===== config.mk =====
export PLATFORM = sky130hd
export DESIGN_NAME = hazard_unit
export DESIGN_NICKNAME = d
export VERILOG_FILES = /design/src/rtl/hazard_unit.sv
export SDC_FILE = /design/constraint.sdc
export NUM_CORES = 1
export LEC_CHECK = 0
export CAP_MARGIN = 10
export CORE_MARGIN = 2
export CORE_UTILIZATION = 35
export CTS_CLUSTER_SIZE = 28
export DETAILED_ROUTE_END_ITERATION = 6
export PLACE_DENSITY = 0.65
export SYNTH_ARGS = -nofsm -noshare
export SYNTH_HDL_FRONTEND = slang
export SYNTH_SLANG_ARGS = --single-unit

===== constraint.sdc =====
create_clock -name clk -period 2.7 [get_ports clk]
set_clock_uncertainty 0.05 [all_clocks]
set_input_delay 0.27 -clock clk [delete_from_list [all_inputs] [get_ports clk]]
set_output_delay 0.27 -clock clk [all_outputs]
set_load 0.05 [all_outputs]

===== src/rtl/hazard_unit.sv =====
// hazard_unit: stall/forward controller for the five-stage MIPS pipeline.
//
// Keeps a shadow copy of destination/Tnew state for the E, M and W stages.
// From that state and the D-stage decode it produces the D-stage stall and
// the forwarding-mux selects for the D, E and M stages. Only control state
// lives here; the datapath muxes and pipeline registers are elsewhere.
//
// Ports:
//   clk, reset            clock (rising edge), asynchronous active-low reset
//   D_A1, D_A2            rs/rt addresses of the instruction in D
//   D_A1use, D_A2use      D instruction reads rs / rt
//   D_rs_Tuse, D_rt_Tuse  cycles until rs/rt are consumed (5 = never)
//   D_Tnew                cycles until the result exists, counted from D
//   D_Reg_Write, D_WA     D instruction writes the GRF, and its destination
//   Stall                 freeze PC and F/D, bubble into D/E
//   Fwd_D_rs, Fwd_D_rt    D source: 0 GRF, 1 E, 2 M, 3 W
//   Fwd_E_rs, Fwd_E_rt    E source: 0 pipe register, 2 M, 3 W
//   Fwd_M_rt              M store data: 0 pipe register, 1 W
//   Stall_Cnt             saturating stall-cycle counter (HAZARD_PERF_EN only)
//
// Optional feature macro: HAZARD_PERF_EN adds the Stall_Cnt port and counter.
module hazard_unit (
    input  logic        clk,
    input  logic        reset,
    input  logic [4:0]  D_A1,
    input  logic [4:0]  D_A2,
    input  logic        D_A1use,
    input  logic        D_A2use,
    input  logic [3:0]  D_rs_Tuse,
    input  logic [3:0]  D_rt_Tuse,
    input  logic [3:0]  D_Tnew,
    input  logic        D_Reg_Write,
    input  logic [4:0]  D_WA,
    output logic        Stall,
    output logic [1:0]  Fwd_D_rs,
    output logic [1:0]  Fwd_D_rt,
    output logic [1:0]  Fwd_E_rs,
    output logic [1:0]  Fwd_E_rt,
    output logic        Fwd_M_rt
`ifdef HAZARD_PERF_EN
    ,
    output logic [31:0] Stall_Cnt
`endif
);

    // Shadow state per stage
    logic [4:0] e_a1_q, e_a2_q, e_wa_q;
    logic [3:0] e_tnew_q;
    logic       e_wr_q;
    logic [4:0] m_a2_q, m_wa_q;
    logic [3:0] m_tnew_q;
    logic       m_wr_q;
    logic [4:0] w_wa_q;
    logic       w_wr_q;

    logic [4:0] e_a1_d, e_a2_d, e_wa_d;
    logic [3:0] e_tnew_d;
    logic       e_wr_d;

    // A stage only matches a real write to a non-zero register.
    function automatic logic hit(input logic wr, input logic [4:0] wa, input logic [4:0] r);
        return wr && (wa == r) && (r != 5'd0);
    endfunction

    function automatic logic [3:0] dec_sat(input logic [3:0] t);
        return (t == 4'd0) ? 4'd0 : t - 4'd1;
    endfunction

    function automatic logic need_stall(input logic [4:0] r, input logic use_r,
                                        input logic [3:0] tuse);
        return use_r && ((hit(e_wr_q, e_wa_q, r) && (e_tnew_q > tuse)) ||
                         (hit(m_wr_q, m_wa_q, r) && (m_tnew_q > tuse)));
    endfunction

    // D-stage source: youngest producer whose value is already computed.
    function automatic logic [1:0] fwd_d(input logic [4:0] r);
        if (hit(e_wr_q, e_wa_q, r) && (e_tnew_q == 4'd0)) return 2'd1;
        if (hit(m_wr_q, m_wa_q, r) && (m_tnew_q == 4'd0)) return 2'd2;
        if (hit(w_wr_q, w_wa_q, r))                       return 2'd3;
        return 2'd0;
    endfunction

    function automatic logic [1:0] fwd_e(input logic [4:0] r);
        if (hit(m_wr_q, m_wa_q, r) && (m_tnew_q == 4'd0)) return 2'd2;
        if (hit(w_wr_q, w_wa_q, r))                       return 2'd3;
        return 2'd0;
    endfunction

    always_comb begin
        Stall    = need_stall(D_A1, D_A1use, D_rs_Tuse) ||
                   need_stall(D_A2, D_A2use, D_rt_Tuse);
        Fwd_D_rs = fwd_d(D_A1);
        Fwd_D_rt = fwd_d(D_A2);
        Fwd_E_rs = fwd_e(e_a1_q);
        Fwd_E_rt = fwd_e(e_a2_q);
        Fwd_M_rt = hit(w_wr_q, w_wa_q, m_a2_q);
    end

    // E loads the D instruction, or a bubble while stalled.
    always_comb begin
        e_a1_d   = D_A1;
        e_a2_d   = D_A2;
        e_wa_d   = D_WA;
        e_tnew_d = dec_sat(D_Tnew);
        e_wr_d   = D_Reg_Write;
        if (Stall) begin
            e_a1_d   = 5'd0;
            e_a2_d   = 5'd0;
            e_wa_d   = 5'd0;
            e_tnew_d = 4'd0;
            e_wr_d   = 1'b0;
        end
    end

    always_ff @(posedge clk or negedge reset) begin
        if (!reset) begin
            e_a1_q   <= 5'd0;
            e_a2_q   <= 5'd0;
            e_wa_q   <= 5'd0;
            e_tnew_q <= 4'd0;
            e_wr_q   <= 1'b0;
            m_a2_q   <= 5'd0;
            m_wa_q   <= 5'd0;
            m_tnew_q <= 4'd0;
            m_wr_q   <= 1'b0;
            w_wa_q   <= 5'd0;
            w_wr_q   <= 1'b0;
        end else begin
            e_a1_q   <= e_a1_d;
            e_a2_q   <= e_a2_d;
            e_wa_q   <= e_wa_d;
            e_tnew_q <= e_tnew_d;
            e_wr_q   <= e_wr_d;
            m_a2_q   <= e_a2_q;
            m_wa_q   <= e_wa_q;
            m_tnew_q <= dec_sat(e_tnew_q);
            m_wr_q   <= e_wr_q;
            w_wa_q   <= m_wa_q;
            w_wr_q   <= m_wr_q;
        end
    end

`ifdef HAZARD_PERF_EN
    always_ff @(posedge clk or negedge reset) begin
        if (!reset) begin
            Stall_Cnt <= 32'd0;
        end else if (Stall && (Stall_Cnt != 32'hFFFF_FFFF)) begin
            Stall_Cnt <= Stall_Cnt + 32'd1;
        end
    end
`endif

endmodule


==> out/metrics.yaml <==
cts_buffer_depth: 2
htreeDepth: 2
synth-simple-area-share_pct: 13.9
grt_use_total_pct: 17.0
fin_crit_sh_pct: 96.0
antenna_found_initial: 0
vias: 2188
fmax_ghz: 0.386
seq_area_frac_synth_pct: 37.2
worst-slew-pin-transition_ns: 0.902
gr-total-overflow: 0
startpoint_type: "input port"
wl_per_cell_um: 16.2
cts_tree: "yes"
synth_top_family_by_area: "XOR/XNOR gates"
synthMuxAreaShare_pct: 0
avgSynthCellArea_sq_um: 10.2
synth_seq_cells: 41
std_cell_rows: 32
clkSinkCount: 41
synth_cell_types: 34
die_y_um: 92.8
place_area_sq_mm: 0.00338
wirelength_um: 6830
final_max_slew_viol_count: 0
cts.clk_slew.worst_paths_ns: 0.08
start_util_pct: 35.9
crit_end: "Stall"
syn_nets: 322
port_buffers: 41
gp_congestion: 0.882
synthFlopType: "dfrtp_1"
synth_enable_flop_cells: 0
cts_buffers: 5
relSlewSlack_pct: 39.9
yosysWarnings: 0
async_flop_share_pct: 100
ir_drop_uv: 166
crit_fanout: 3
cp-startpoint: "D_A2[1]"
seq_area_sq_mm: 0.00103
status: "complete, no violations"
grt_max_degree: 42
reg2reg_setup_slack_ns: 0.48
cts_setup_buffers: 0
clockRootBuffer: "clkbuf_8"
drcViolationCount: 0
cp-end-kind: "output port"
dr.first_iter.drc_count: 132
hold_viol: 0
core_sq_mm: 0.00769
power.density_mw_per_mm2: 426
grt_pass1_wl_um: 11300
final_antenna_net_count: 0
place_ws_ns: 0.112
cellLeakagePower_nw: 1.53
final_cell_area_sq_mm: 0.00348
fin_ws_ns: 0.107
reg2regPathDepth: 7
drive_gt1_share_pct: 18.4
regToRegEndpoint: "e_tnew_q[2]$_DFF_PN0_"
clkLatencyLatePin_ns: 0.30
n_fill_cell: 739
dieArea_sq_mm: 0.00862
drt_pass1_iterations: 4
timing_worst_setup_path_type: "input port to output port"
synth-adder-area-share_pct: 8.16
setup_viol: 0
drv_cap: 0
cp_data_arrival_time_ns: 2.27
synth_area_sq_mm: 0.00276
fin_crit_ns: 2.59
synth-compound-area-share_pct: 16.5
r2r_start: "e_tnew_q[1]$_DFF_PN0_"
hp-class: "input port to async pin"
pin_count: 42
worstPathRequired_ns: 2.38
grt_pass1_vias: 2275
hpwl_um: 5260
synth-xor-area-share_pct: 17.1
multiInputGateArea_sq_mm: 0.00155
rsz0062_at_grt: "no"
viasPerCell: 5.18
diodes: 0
synthCells: 272
die_width_um: 92.8
tns_ns: 0
fin_nets: 369
syn2layout_area_growth_pct: 26.0
per-stage QoR:
stage	std cells	power (mW)	util [%]	hold slack, ns
final	422	1.48	45.3	0.0497
after global routing	422	1.56	45.3	0.123
after CTS	422	1.49	45.1	0.0780
after detailed placement	414	1.09	43.9	0.344
after global placement	414	1.08	43.9	0.345
after floorplan	272	0.936	-	-0.0756
routing by layer:
metal	GRT usage [%]	up-vias	share of wire, %
li1	-	1051	-
met1	22.7	1066	43
met2	27.8	60	50
met3	2.69	11	5.1
met4	6.00	0	1.8
met5	0	-	0
critical path, cell delays in order:
cell and delay, ns:
clkdlybuf4s50_1 0.41, or4_1 0.58, nor2_4 0.15, nor4_1 0.07, buf_4 0.14, a32o_1 0.25, a22o_1 0.23, buf_12 0.16
synthesized netlist by cell type (2+ instances only):
master	n	share of area, %
and3_1	3	0.68
xnor2_1	35	11
and4_1	2	0.63
nor2_2	2	0.45
ha_1	18	8.2
clkbuf_1	13	1.8
nand2b_1	2	0.45
nor2b_1	4	0.91
or4_1	4	1.1
buf_6	3	1.2
a21o_1	2	0.54
dfrtp_1	41	37
nor2_1	7	0.95
inv_1	28	3.8
a21oi_1	12	2.2
xor2_1	19	6.0
nor4_1	13	2.9
a221oi_2	19	10
or2_2	2	0.45
nand4_1	10	2.3
o211ai_1	2	0.54
nand2_1	10	1.4
a32o_1	2	0.72
nor3_1	3	0.54
o21ai_0	5	0.91
nand3_1	2	0.36
nand3b_1	2	0.54
how the worst min path moves through the flow:
| stage | startpoint | endpoint | slack (ns) | cells past startpoint |
|---|---|---|---|---|
| final | reset | e_a2_q[4]$_DFF_PN0_ | 0.05 | 1 |
| after detailed placement | e_wr_q$_DFF_PN0_ | m_wr_q$_DFF_PN0_ | 0.34 | 0 |
| after global routing | reset | e_a1_q[3]$_DFF_PN0_ | 0.12 | 1 |
| after floorplan | reset | e_a1_q[0]$_DFF_PN0_ | -0.08 | 0 |
| after global placement | e_wr_q$_DFF_PN0_ | m_wr_q$_DFF_PN0_ | 0.34 | 0 |
| after CTS | reset | e_a1_q[3]$_DFF_PN0_ | 0.08 | 1 |
logic make-up after synthesis:
family,Yosys count
AO/OA/AOI/OAI,46
buffers and inverters,46
XOR/XNOR,54
AND/OR/NAND/NOR,67
adder cells (fa/ha/maj),18
flip-flops,41
power by group:
| part | internal, mW | switching (mW) |
|---|---|---|
| sequential | 0.656 | 0.0693 |
| clock | 0.182 | 0.220 |
| combinational | 0.182 | 0.173 |
sequential cells by signal, summed over array words and instances (netlist names):
name and count:
e_a1_q 5, e_a2_q 5, e_wa_q 5, m_a2_q 5, m_wa_q 5, w_wa_q 5
e_tnew_q 4, m_tnew_q 4, e_wr_q 1, m_wr_q 1, w_wr_q 1
timing repair:
| item | CTS | global route |
|---|---|---|
| setup endpoints to repair | 0 | 1 |
| hold buffers | 0 | 0 |
| gates resized for setup | 0 | 3 |
final cells by class:
type                            count  area share [%]
Clock buffer                        6            2.09
Tap cell                          102            3.67
Timing Repair Buffer               58            16.8
Inverter                           28            3.02
Clock inverter                      2           0.431
Sequential cell                    41            29.5
Multi-Input combinational cell    185            44.5
layout by cell type, fill, tap and decap left out, drive strengths merged, types with 9 or more instances in the layout:
cell	count
a221oi	19
nor4	13
ha	18
clkdlybuf4s50	29
dfrtp	41
a21oi	12
nand4	10
xnor2	35
inv	28
nor2	9
buf	28
xor2	19
nand2	10
(Power assumes the default switching activity.)
